<file path="config.mk">
export PLATFORM = sky130hd
export DESIGN_NAME = face_detect_scheduler
export DESIGN_NICKNAME = d
export VERILOG_FILES = /design/src/rtl/face_detect_scheduler.sv
export SDC_FILE = /design/constraint.sdc
export NUM_CORES = 1
export LEC_CHECK = 0
export BUFFER_PORTS_ARGS = -buffer_cell sky130_fd_sc_hd__buf_4
export CAP_MARGIN = 20
export CORE_MARGIN = 3
export CORE_UTILIZATION = 55
export DETAILED_ROUTE_END_ITERATION = 8
export PLACE_DENSITY = 0.85
export REMOVE_ABC_BUFFERS = 1
export SLEW_MARGIN = 20
export SYNTH_ARGS = -nofsm -noshare
export SYNTH_HDL_FRONTEND = slang
export SYNTH_SLANG_ARGS = --single-unit
</file>
<file path="constraint.sdc">
create_clock -name iClk -period 5.8 [get_ports iClk]
set_input_delay 0 -clock iClk [delete_from_list [all_inputs] [get_ports iClk]]
set_output_delay 0 -clock iClk [all_outputs]
set_load 0.01 [all_outputs]
</file>
<file path="src/rtl/face_detect_scheduler.sv">
// Walks one frame's candidate list through the 17x17 threshold unit, one candidate
// in flight at a time, and stores accepted face positions into the result memory.
module face_detect_scheduler #(
  parameter int NUM_CAND_W  = 10,
  parameter int RES_DEPTH_W = 6,
  parameter int TIMEOUT     = 8
) (
  input  logic                   iClk,
  input  logic                   iReset,
  input  logic                   iStart,
  input  logic [NUM_CAND_W-1:0]  iNum_cand,
  output logic [NUM_CAND_W-1:0]  oAddr_CM,
  input  logic [44:0]            iData_CM,
  output logic                   oThr_input_ready,
  output logic [12:0]            oThr_position,
  output logic [31:0]            oThr_max_val,
  output logic                   oThr_finish,
  input  logic                   iThr_output_ready,
  input  logic [12:0]            iThr_position,
  input  logic                   iThr_end,
  output logic                   oWe_RM,
  output logic [RES_DEPTH_W-1:0] oAddr_RM,
  output logic [12:0]            oData_RM,
  output logic                   oBusy,
  output logic                   oDone,
  output logic [RES_DEPTH_W:0]   oFace_count,
  output logic                   oOverflow
);

  localparam int TMR_W = $clog2(TIMEOUT + 1);

  typedef enum logic [3:0] {
    S_IDLE, S_FETCH, S_WAIT_DATA, S_ISSUE, S_CHECK,
    S_WAIT_RES, S_WRITE, S_NEXT, S_FINISH, S_DONE
  } state_t;

  state_t                  state_q;
  logic [NUM_CAND_W-1:0]   num_q;
  logic [NUM_CAND_W-1:0]   idx_q;
  logic [TMR_W-1:0]        tmr_q;
  logic [NUM_CAND_W-1:0]   addr_cm_q;
  logic                    thr_rdy_q;
  logic [12:0]             thr_pos_q;
  logic [31:0]             thr_max_q;
  logic                    thr_fin_q;
  logic                    we_q;
  logic [RES_DEPTH_W-1:0]  addr_rm_q;
  logic [12:0]             data_rm_q;
  logic                    busy_q;
  logic                    done_q;
  logic [RES_DEPTH_W:0]    cnt_q;
  logic                    ovf_q;

  // Terminal test done one bit wider so the compare precedes the increment.
  logic [NUM_CAND_W:0]     idx_inc_d;
  logic                    last_d;
  logic                    rm_full_d;

  assign idx_inc_d = {1'b0, idx_q} + (NUM_CAND_W+1)'(1);
  assign last_d    = (idx_inc_d == {1'b0, num_q});
  assign rm_full_d = cnt_q[RES_DEPTH_W];

  always_ff @(posedge iClk or posedge iReset) begin
    if (iReset) begin
      state_q   <= S_IDLE;
      num_q     <= '0;
      idx_q     <= '0;
      tmr_q     <= '0;
      addr_cm_q <= '0;
      thr_rdy_q <= 1'b0;
      thr_pos_q <= '0;
      thr_max_q <= '0;
      thr_fin_q <= 1'b0;
      we_q      <= 1'b0;
      addr_rm_q <= '0;
      data_rm_q <= '0;
      busy_q    <= 1'b0;
      done_q    <= 1'b0;
      cnt_q     <= '0;
      ovf_q     <= 1'b0;
    end else begin
      thr_rdy_q <= 1'b0;
      thr_fin_q <= 1'b0;
      we_q      <= 1'b0;
      done_q    <= 1'b0;
      case (state_q)
        S_IDLE: if (iStart) begin
          num_q     <= iNum_cand;
          idx_q     <= '0;
          cnt_q     <= '0;
          ovf_q     <= 1'b0;
          busy_q    <= 1'b1;
          addr_cm_q <= '0;
          if (iNum_cand == '0) begin
            thr_fin_q <= 1'b1;
            state_q   <= S_FINISH;
          end else begin
            state_q   <= S_FETCH;
          end
        end
        S_FETCH: state_q <= S_WAIT_DATA;
        S_WAIT_DATA: begin
          thr_max_q <= iData_CM[44:13];
          thr_pos_q <= iData_CM[12:0];
          thr_rdy_q <= 1'b1;
          state_q   <= S_ISSUE;
        end
        S_ISSUE: begin
          tmr_q   <= '0;
          state_q <= S_CHECK;
        end
        S_CHECK: begin
          tmr_q   <= tmr_q + 1'b1;
          state_q <= iThr_end ? S_NEXT : S_WAIT_RES;
        end
        S_WAIT_RES: begin
          // A result arriving on the timeout cycle still counts.
          if (iThr_output_ready) begin
            state_q <= S_WRITE;
            if (!rm_full_d) begin
              we_q      <= 1'b1;
              addr_rm_q <= cnt_q[RES_DEPTH_W-1:0];
              data_rm_q <= iThr_position;
              cnt_q     <= cnt_q + 1'b1;
            end else begin
              ovf_q     <= 1'b1;
            end
          end else if (tmr_q >= TMR_W'(TIMEOUT - 1)) begin
            state_q <= S_NEXT;
          end else begin
            tmr_q   <= tmr_q + 1'b1;
          end
        end
        S_WRITE: state_q <= S_NEXT;
        S_NEXT: begin
          idx_q <= idx_inc_d[NUM_CAND_W-1:0];
          if (last_d) begin
            thr_fin_q <= 1'b1;
            state_q   <= S_FINISH;
          end else begin
            addr_cm_q <= idx_inc_d[NUM_CAND_W-1:0];
            state_q   <= S_FETCH;
          end
        end
        S_FINISH: begin
          done_q  <= 1'b1;
          busy_q  <= 1'b0;
          state_q <= S_DONE;
        end
        S_DONE:  state_q <= S_IDLE;
        default: state_q <= S_IDLE;
      endcase
    end
  end

  assign oAddr_CM         = addr_cm_q;
  assign oThr_input_ready = thr_rdy_q;
  assign oThr_position    = thr_pos_q;
  assign oThr_max_val     = thr_max_q;
  assign oThr_finish      = thr_fin_q;
  assign oWe_RM           = we_q;
  assign oAddr_RM         = addr_rm_q;
  assign oData_RM         = data_rm_q;
  assign oBusy            = busy_q;
  assign oDone            = done_q;
  assign oFace_count      = cnt_q;
  assign oOverflow        = ovf_q;

endmodule

</file>
# After elaboration in Yosys (flattened, before gate mapping)
# Index checks and enable logic that the tools add are counted.
# totals
output_inout_bits	87
elab_cells	88
reg_bits	115
# op_classes
reduce_logical	16
bitwise_logic	1
n_mux	33
add_sub_neg	3
n_lt_le_gt_ge	1
n_eq_ne	17
# op_table
cell	n
case mux 10 bit (2 select lines)	2
case mux 4 bit (9 select lines)	1
2-to-1 mux 4 bit	7
2-to-1 mux 7 bit	3
2-to-1 mux 10 bit	2
== test 4 x 3 -> 1 bit (second input constant)	4
!= test 2 bit (second input constant)	7
case mux 7 bit (2 select lines)	1
2-to-1 mux 1 bit	12
case mux 4 bit (3 select lines)	1
AND reduction 3 bit	4
adder 10 x 1 -> 11 bit (second input constant)	1
== test 11 x 10 -> 1 bit	1
logical NOT 10 bit	1
== test 4 x 2 -> 1 bit (second input constant)	2
AND reduction 2 bit	4
AND reduction 4 bit	2
adder 7 x 1 -> 7 bit (second input constant)	1
case mux 1 bit (2 select lines)	3
nonzero test 2 bit	3
adder 4 x 1 -> 4 bit (second input constant)	1
== test 4 x 1 -> 1 bit (second input constant)	1
== test 4 bit (second input constant)	1
greater-or-equal comparator 4 x 3 -> 1 bit (second input constant)	1
other kinds (5)	5

# Depth between registers and ports, before layout
# Gate-level depths: netlist of the first run.
# depth
word_depth	4
ltp_mapped	9

# Least setup slack after synthesis of the first run
# Ideal clock, no wire load.
# synth_timing
path_kind	register -> register
startpoint	register idx_q[0]
endpoint	register addr_cm_q[2] (netlist: oAddr_CM[2])
path_stages_with_launch	9
path_slack_ps	3616
arrival_time_ps	2059
path_cell_list	dfrtp_1 -> ha_1 -> xor2_1 -> a2111oi_1 -> and3_1 -> nand4_1 -> o21ai_1 -> buf_4 -> o2bb2ai_1
# synth_via
elab_chain_cells	4
# synth_lines
element	line_no	text
start, declared	39	logic [NUM_CAND_W-1:0] idx_q;
start signal, assigned	136	idx_q <= idx_inc_d[NUM_CAND_W-1:0];
adder 10 x 1 -> 11 bit (*)	59	assign idx_inc_d = {1'b0, idx_q} + (NUM_CAND_W+1)'(1);
== test 11 x 10 -> 1 bit	60	assign last_d = (idx_inc_d == {1'b0, num_q});
!= test 2 bit (no source line)	n/a	
AND reduction 3 bit (no source line)	n/a	
end signal, assigned	141	addr_cm_q <= idx_inc_d[NUM_CAND_W-1:0];
end, declared	41	logic [NUM_CAND_W-1:0] addr_cm_q;
# Mark *: on every way between the ends. The rest lies on a longest branch, timed or not. The select of a mux whose other input is x is not followed.
# A chain may end at the register's enable or synchronous reset.

# Final worst setup path of the first run
# layout_timing
startpoint	register idx_q[0]
endpoint	register state_q[0]
# layout_via
elab_chain_cells	4
# layout_lines
element	line_no	text
adder 10 x 1 -> 11 bit	59	
== test 11 x 10 -> 1 bit	60	
2-to-1 mux 4 bit	137	if (last_d) begin
case mux 4 bit (9 select lines)	86	case (state_q)
end signal, assigned	114	state_q <= iThr_end ? S_NEXT : S_WAIT_RES;
end, declared	37	state_t state_q;
# Every way passes these cells.

==> impl_metrics.toml, run 1 <==
[yosys]
synth_area_sq_mm = 0.00509
synthFlopType = "dfrtp_1"
yosysWarnings = 0
ys_ff_latch = 115
synthDistinctLibCells = 58
async_flop_share = 1.00
yosysSeqAreaShare = 0.565
synthCells = 456
synth_edf_count = 0
avgSynthCellArea_sq_um = 11.2

[clock_tree]
cts_sinks = 115
insertion_delay_ns = 0.52
h-tree-depth = 4
cts.clk_slew.worst_paths_ns = 0.06
cts-resized-gates = 0
clockBufferDepth = 2
cts_tree = "yes"
root_buffer = "clkbuf_8"
cts_made_buffers = 17
cts_setup_buffers = 0

[global_route]
grt_pass1_vias = 4985
grt_first_pass_wirelength_um = 29500
grt.total_usage = 0.384
grt-ovfl-total = 0
grt_max_degree = 94
antenna_found_initial = 0

[final_layout]
n_fill_cell = 344
diodes = 0
area_growth_pct = 50.2
num-nets-final = 762
fin_area_sq_mm = 0.00765
drive_gt1_frac = 0.365

[placement]
portBuffers = 159
hpwlAfterDp_um = 9300
globalplace.congestion = 0.995
post_dp_cell_area_sq_mm = 0.00632

[floorplan]
die_y_um = 102
io_pins = 160
initial_utilization = 0.576
core_sq_mm = 0.00885
rows = 34
dieArea_sq_mm = 0.0105
die-width_um = 102

[timing]
post-route-min-period_ns = 3.10
max_freq_mhz = 322
hold_viol_final = 0
tightest_slew_ns = 0.942
rsz0062_at_grt = "false"
min_period_over_period = 0.535
slew_headroom = 0.368
setup_tns_ns = 0
setup_viol = 0
clock_skew_ns = 0.00815
final_max_slew_viol_count = 0

[worst_setup_path]
startpoint_type = "flip-flop"
required_ns = 6.13
cp_max_fo = 11
critPathKind = "reg -> reg"
cp.arrival_ns = 3.43
endpoint_kind = "flip-flop"

[power_and_ir_drop]
p_per_area_mw_per_mm2 = 534
vdd_drop_max_mv = 0.296
power_leakage_nw = 3.68

[route]
ant_nets = 0
first_pass_iters = 5
drt_iter0_drc = 378
avgViaCountPerCell = 5.94
vias = 4795
routed_wl_um = 19300
drc = 0
route.detailed.wl_per_inst_um = 23.9

[flow_run]
cap_violations = 0

[hold_path]
hold_class = "in -> reg"

[run_status]
status = "finished clean"
## state kept, by name, indices dropped and copies added (netlist names)
name	count
state_q	4
idx_q	10
oAddr_RM	6
oFace_count	7
oDone	1
num_q	10
oThr_max_val	32
oThr_position	13
oWe_RM	1
oThr_input_ready	1
oBusy	1
oData_RM	13
tmr_q	4
oAddr_CM	10
oOverflow	1
oThr_finish	1
## stage by stage
step,util,power (mW),std cells,hold slack (ns),setup slack (ns)
after floorplan,-,2.12,432,0.105,2.76
after global placement,0.714,2.71,702,-0.0284,2.94
after detailed placement,0.714,2.78,702,-0.0293,2.90
after CTS,0.864,3.90,807,0.210,2.90
after global routing,0.865,4.24,807,0.233,2.50
final,0.865,4.09,807,0.228,2.70
## timing repair
action | CTS | global route
hold endpoints to repair | 95 | 0
endpoints found under the setup margin | 0 | 0
hold buffers | 73 | 0
## where the power goes
| part | internal, mW | switching, mW | total [mW] |
|---|---|---|---|
| clock | 0.661 | 0.422 | 1.08 |
| sequential | 1.12 | 0.295 | 1.41 |
| combinational | 0.768 | 0.824 | 1.59 |
## layout by cell type, fill, tap and decap left out, drive strengths merged, types with 8 or more instances in the layout
cell	synthesis	layout
buf	14	162
clkbuf	10	18
dfrtp	115	115
dlygate4sd3	0	73
inv	7	11
mux2	45	45
nand2	106	106
nand3	12	12
nor2	19	19
o21ai	31	31
o2bb2ai	10	10
xnor2	8	8
xor2	8	8
## synthesized netlist by cell type, types with 2 or more instances
cell type	number	area [sq um]
a211oi_1	2	15.0
a21oi_1	3	15.0
a31oi_1	3	18.8
and2_1	5	31.3
and3_1	5	31.3
buf_2	10	50.1
buf_6	3	33.8
clkbuf_1	10	37.5
dfrtp_1	115	2880
ha_1	3	37.5
inv_1	6	22.5
mux2_1	2	22.5
mux2_2	43	484
nand2_1	106	398
nand2b_1	3	18.8
nand3_1	12	60.1
nand3b_1	5	37.5
nand4_1	3	18.8
nor2_1	19	71.3
nor3_1	2	10.0
nor3b_2	2	25.0
nor4_1	2	12.5
o21ai_0	28	140
o21ai_1	3	15.0
o2bb2ai_1	10	87.6
o31ai_1	3	22.5
or2_2	2	12.5
xnor2_1	8	70.1
xnor3_2	2	47.6
xor2_1	8	70.1
## worst paths after layout
kind	startpoint	end	slack, ns	cells after the start
setup / recovery	idx_q[0]	state_q[0]	2.70	7
hold / removal	iNum_cand[8]	num_q[8]	0.23	4
setup reg to reg	idx_q[0]	state_q[0]	2.70	7
hold reg to reg	oData_RM[7]	oData_RM[7]	0.49	2
max in group asynchronous	iReset	idx_q[7]	4.04	5
min in group asynchronous	iReset	oThr_position[10]	0.63	4
## logic make-up (layout without fill, tap and decap cells)
family / count (synthesis) / count (layout) / share of synthesized area
and+or+nand+nor: 177 / 177 / 0.165
DFF: 115 / 115 / 0.565
AOI/OAI and AO/OA: 65 / 65 / 0.0872
muxes: 45 / 45 / 0.0995
buffers and inverters: 31 / 274 / 0.0305
xor gates and xnor gates: 20 / 20 / 0.0459
adders and majority gates: 3 / 3 / 0.00737
## worst max-delay path, stage by stage, from the launching register on
cell	delay, ns
dfrtp_1	0.45
ha_1	0.35
xor2_1	0.15
a2111oi_1	0.50
and3_1	0.25
nand4_1	0.19
o21ai_1	0.80
a221oi_1	0.23
## layout make-up
type | count | area [sq um] | area share
Multi-Input combinational cell | 310 | 2060 | 0.270
Tap cell | 108 | 135 | 0.0177
Inverter | 7 | 28.8 | 0.00376
Clock buffer | 18 | 418 | 0.0546
Clock inverter | 14 | 179 | 0.0234
Sequential cell | 115 | 2880 | 0.376
Timing Repair Buffer | 235 | 1950 | 0.255
## routing by layer
layer	GRT usage	up-vias	part of all wire
met5	0	-	0
met4	0.197	0	0.056
met3	0.100	89	0.090
met2	0.644	344	0.49
met1	0.458	2326	0.37
li1	-	2036	-
Note: power is estimated with default switching activity, not from simulation.
==> run 2: changes to the inputs <==
--- a/config.mk
+++ b/config.mk
@@ -8,9 +8,9 @@
 export BUFFER_PORTS_ARGS = -buffer_cell sky130_fd_sc_hd__buf_4
 export CAP_MARGIN = 20
 export CORE_MARGIN = 3
-export CORE_UTILIZATION = 55
+export CORE_UTILIZATION = 46
 export DETAILED_ROUTE_END_ITERATION = 8
-export PLACE_DENSITY = 0.85
+export PLACE_DENSITY = 0.76
 export REMOVE_ABC_BUFFERS = 1
 export SLEW_MARGIN = 20
 export SYNTH_ARGS = -nofsm -noshare
==> constraint.sdc (replaced) <==
create_clock -name iClk -period 2.7 [get_ports iClk]
set_input_delay 0 -clock iClk [delete_from_list [all_inputs] [get_ports iClk]]
set_output_delay 0 -clock iClk [all_outputs]
set_load 0.01 [all_outputs]
==> run 2 against run 1 <==
Non-clock buffer count rose by 5. Via count decreased by 7.0%. Die area increased by 18%. Sequential share of layout area is 0.24 points lower. Fmax increased by 26%. First-iteration DRC count down 20%. Count of clock-buffer cells in the layout stayed put. Combinational power rose by 100%. Largest power group unchanged. Highest routed layer unchanged.
==> impl_metrics.toml, run 2 (same netlist as run 1, synthesis figures left out) <==
[run_status]
status = "finished clean"

[timing]
post-route-min-period_ns = 2.46
hold_viol_final = 0
tightest_slew_ns = 0.666
max_freq_mhz = 406
final_max_slew_viol_count = 0
setup_viol = 0
min_period_over_period = 0.911
clock_skew_ns = 0.00691
rsz0062_at_grt = "false"
slew_headroom = 0.554

[clock_tree]
root_buffer = "clkbuf_8"
clockBufferDepth = 2
cts_setup_buffers = 0
insertion_delay_ns = 0.51
cts_sinks = 115
cts_made_buffers = 17
cts.clk_slew.worst_paths_ns = 0.06
cts_tree = "yes"
h-tree-depth = 4

[global_route]
grt_max_degree = 54
antenna_found_initial = 0
grt_pass1_vias = 4754
grt-ovfl-total = 0
grt.total_usage = 0.257
grt_first_pass_wirelength_um = 25200

[final_layout]
num-nets-final = 767
layout_common_cells = "168 x buf_4, 115 x dfrtp_1, 106 x nand2_1"
layout.cells.non_filler = 840
drive_gt1_frac = 0.372
diodes = 0
fin_area_sq_mm = 0.00770
final_common_cell = "buf_4"
area_growth_pct = 51.2
largest_reg_flops = 32

[worst_setup_path]
cp.arrival_ns = 2.85
critPathKind = "reg -> reg"
cpPeakStageDelay_ns = 0.46
cp_top_family = "compound AO/OA/AOI/OAI gates"
endpoint_kind = "flip-flop"
cp.buffers_inverters = 1
startpoint_type = "flip-flop"
ff2ff_path_depth = 8
worstPathCellList = "ha_1, xor2_1, a2111oi_1, and3_1, nand4_1, o21ai_1, buf_4, o2bb2ai_1"
cp.depth = 8
crit_path_top_delay_cell = "dfrtp_1"
required_ns = 3.09
cp_max_fo = 10

[hold_path]
hold_class = "in -> async"

[placement]
globalplace.congestion = 0.886
dp_cells = 736
hpwlAfterDp_um = 9610
portBuffers = 159
post_dp_cell_area_sq_mm = 0.00640

[power_and_ir_drop]
power_leakage_nw = 3.71
p_per_area_mw_per_mm2 = 1080
vdd_drop_max_mv = 0.510

[floorplan]
dieArea_sq_mm = 0.0124
initial_utilization = 0.483
die-width_um = 111
rows = 37
die_y_um = 111
core_sq_mm = 0.0106
io_pins = 160

[route]
first_pass_iters = 4
routed_wl_um = 15600
drt_iter0_drc = 302
route.detailed.wl_per_inst_um = 18.5
ant_nets = 0
drc = 0
avgViaCountPerCell = 5.31
vias = 4460

[flow_run]
cap_violations = 0
## run 2: cell types whose count changed in the layout (fill, tap and decap cells not counted), sizes merged
cell / previous run / this run
dlygate4sd3: 73 / 72
buf: 162 / 168
clkinvlp: 3 / 1
clkinv: 4 / 7
bufinv: 3 / 2
## run 2: stage by stage
stage          total power [mW]  setup TNS (ns)  hold slack (ns)  setup WS (ns)  utilization
2_1_floorplan              4.55          -39.57            0.105         -0.344            -
3_3_place_gp               5.87               0            0.133          0.342        0.606
3_5_place_dp               5.98               0            0.146          0.273        0.606
4_1_cts                    8.27               0            0.145          0.255        0.730
5_1_grt                    8.81               0            0.207         0.0303        0.730
6_report                   8.34               0            0.169          0.239        0.730
## run 2: area by class of cell
type,count,area [sq um]
clock buffer,18,428
fill,640,2850
clock inverter,14,153
sequential,115,2880
inverter,7,28.8
tap,136,170
multi-input combinational,310,2060
timing repair buffer,240,1980
## run 2: where the power goes
part           switching [mW]  total [mW]  leakage [nW]  internal, mW
Combinational            1.56        3.22          1.97          1.66
Clock                   0.829        2.18         0.286          1.35
Sequential              0.545        2.95          1.45          2.41
Total                    2.93        8.34          3.71          5.41
## run 2: worst min-delay path: stages
cell	delay (ns)
dlygate4sd3_1	0.54
buf_4	0.14
inv_4	0.48
## run 2: what timing repair did
item / CTS / global route
hold buffers: 72 / 0
gates resized for setup: 0 / 0
hold endpoints to repair: 131 / 0
## run 2: layer usage
layer	wire length, um	GRT usage	vias to the layer above
met3	872	0.0628	14
met1	6670	0.331	2217
met4	181	0.0608	0
li1	-	-	2050
met2	7850	0.437	179
met5	0	0	-
## run 2: worst paths after layout
kind	endpoint	start	slack (ns)
max reg2reg	oAddr_CM[9]	idx_q[0]	0.24
max in group asynchronous	tmr_q[3]	iReset	1.76
max	oAddr_CM[9]	idx_q[0]	0.24
min in group iClk	num_q[4]	iNum_cand[4]	0.24
min	oThr_max_val[12]	iReset	0.17
min reg2reg	oAddr_RM[5]	oAddr_RM[5]	0.47
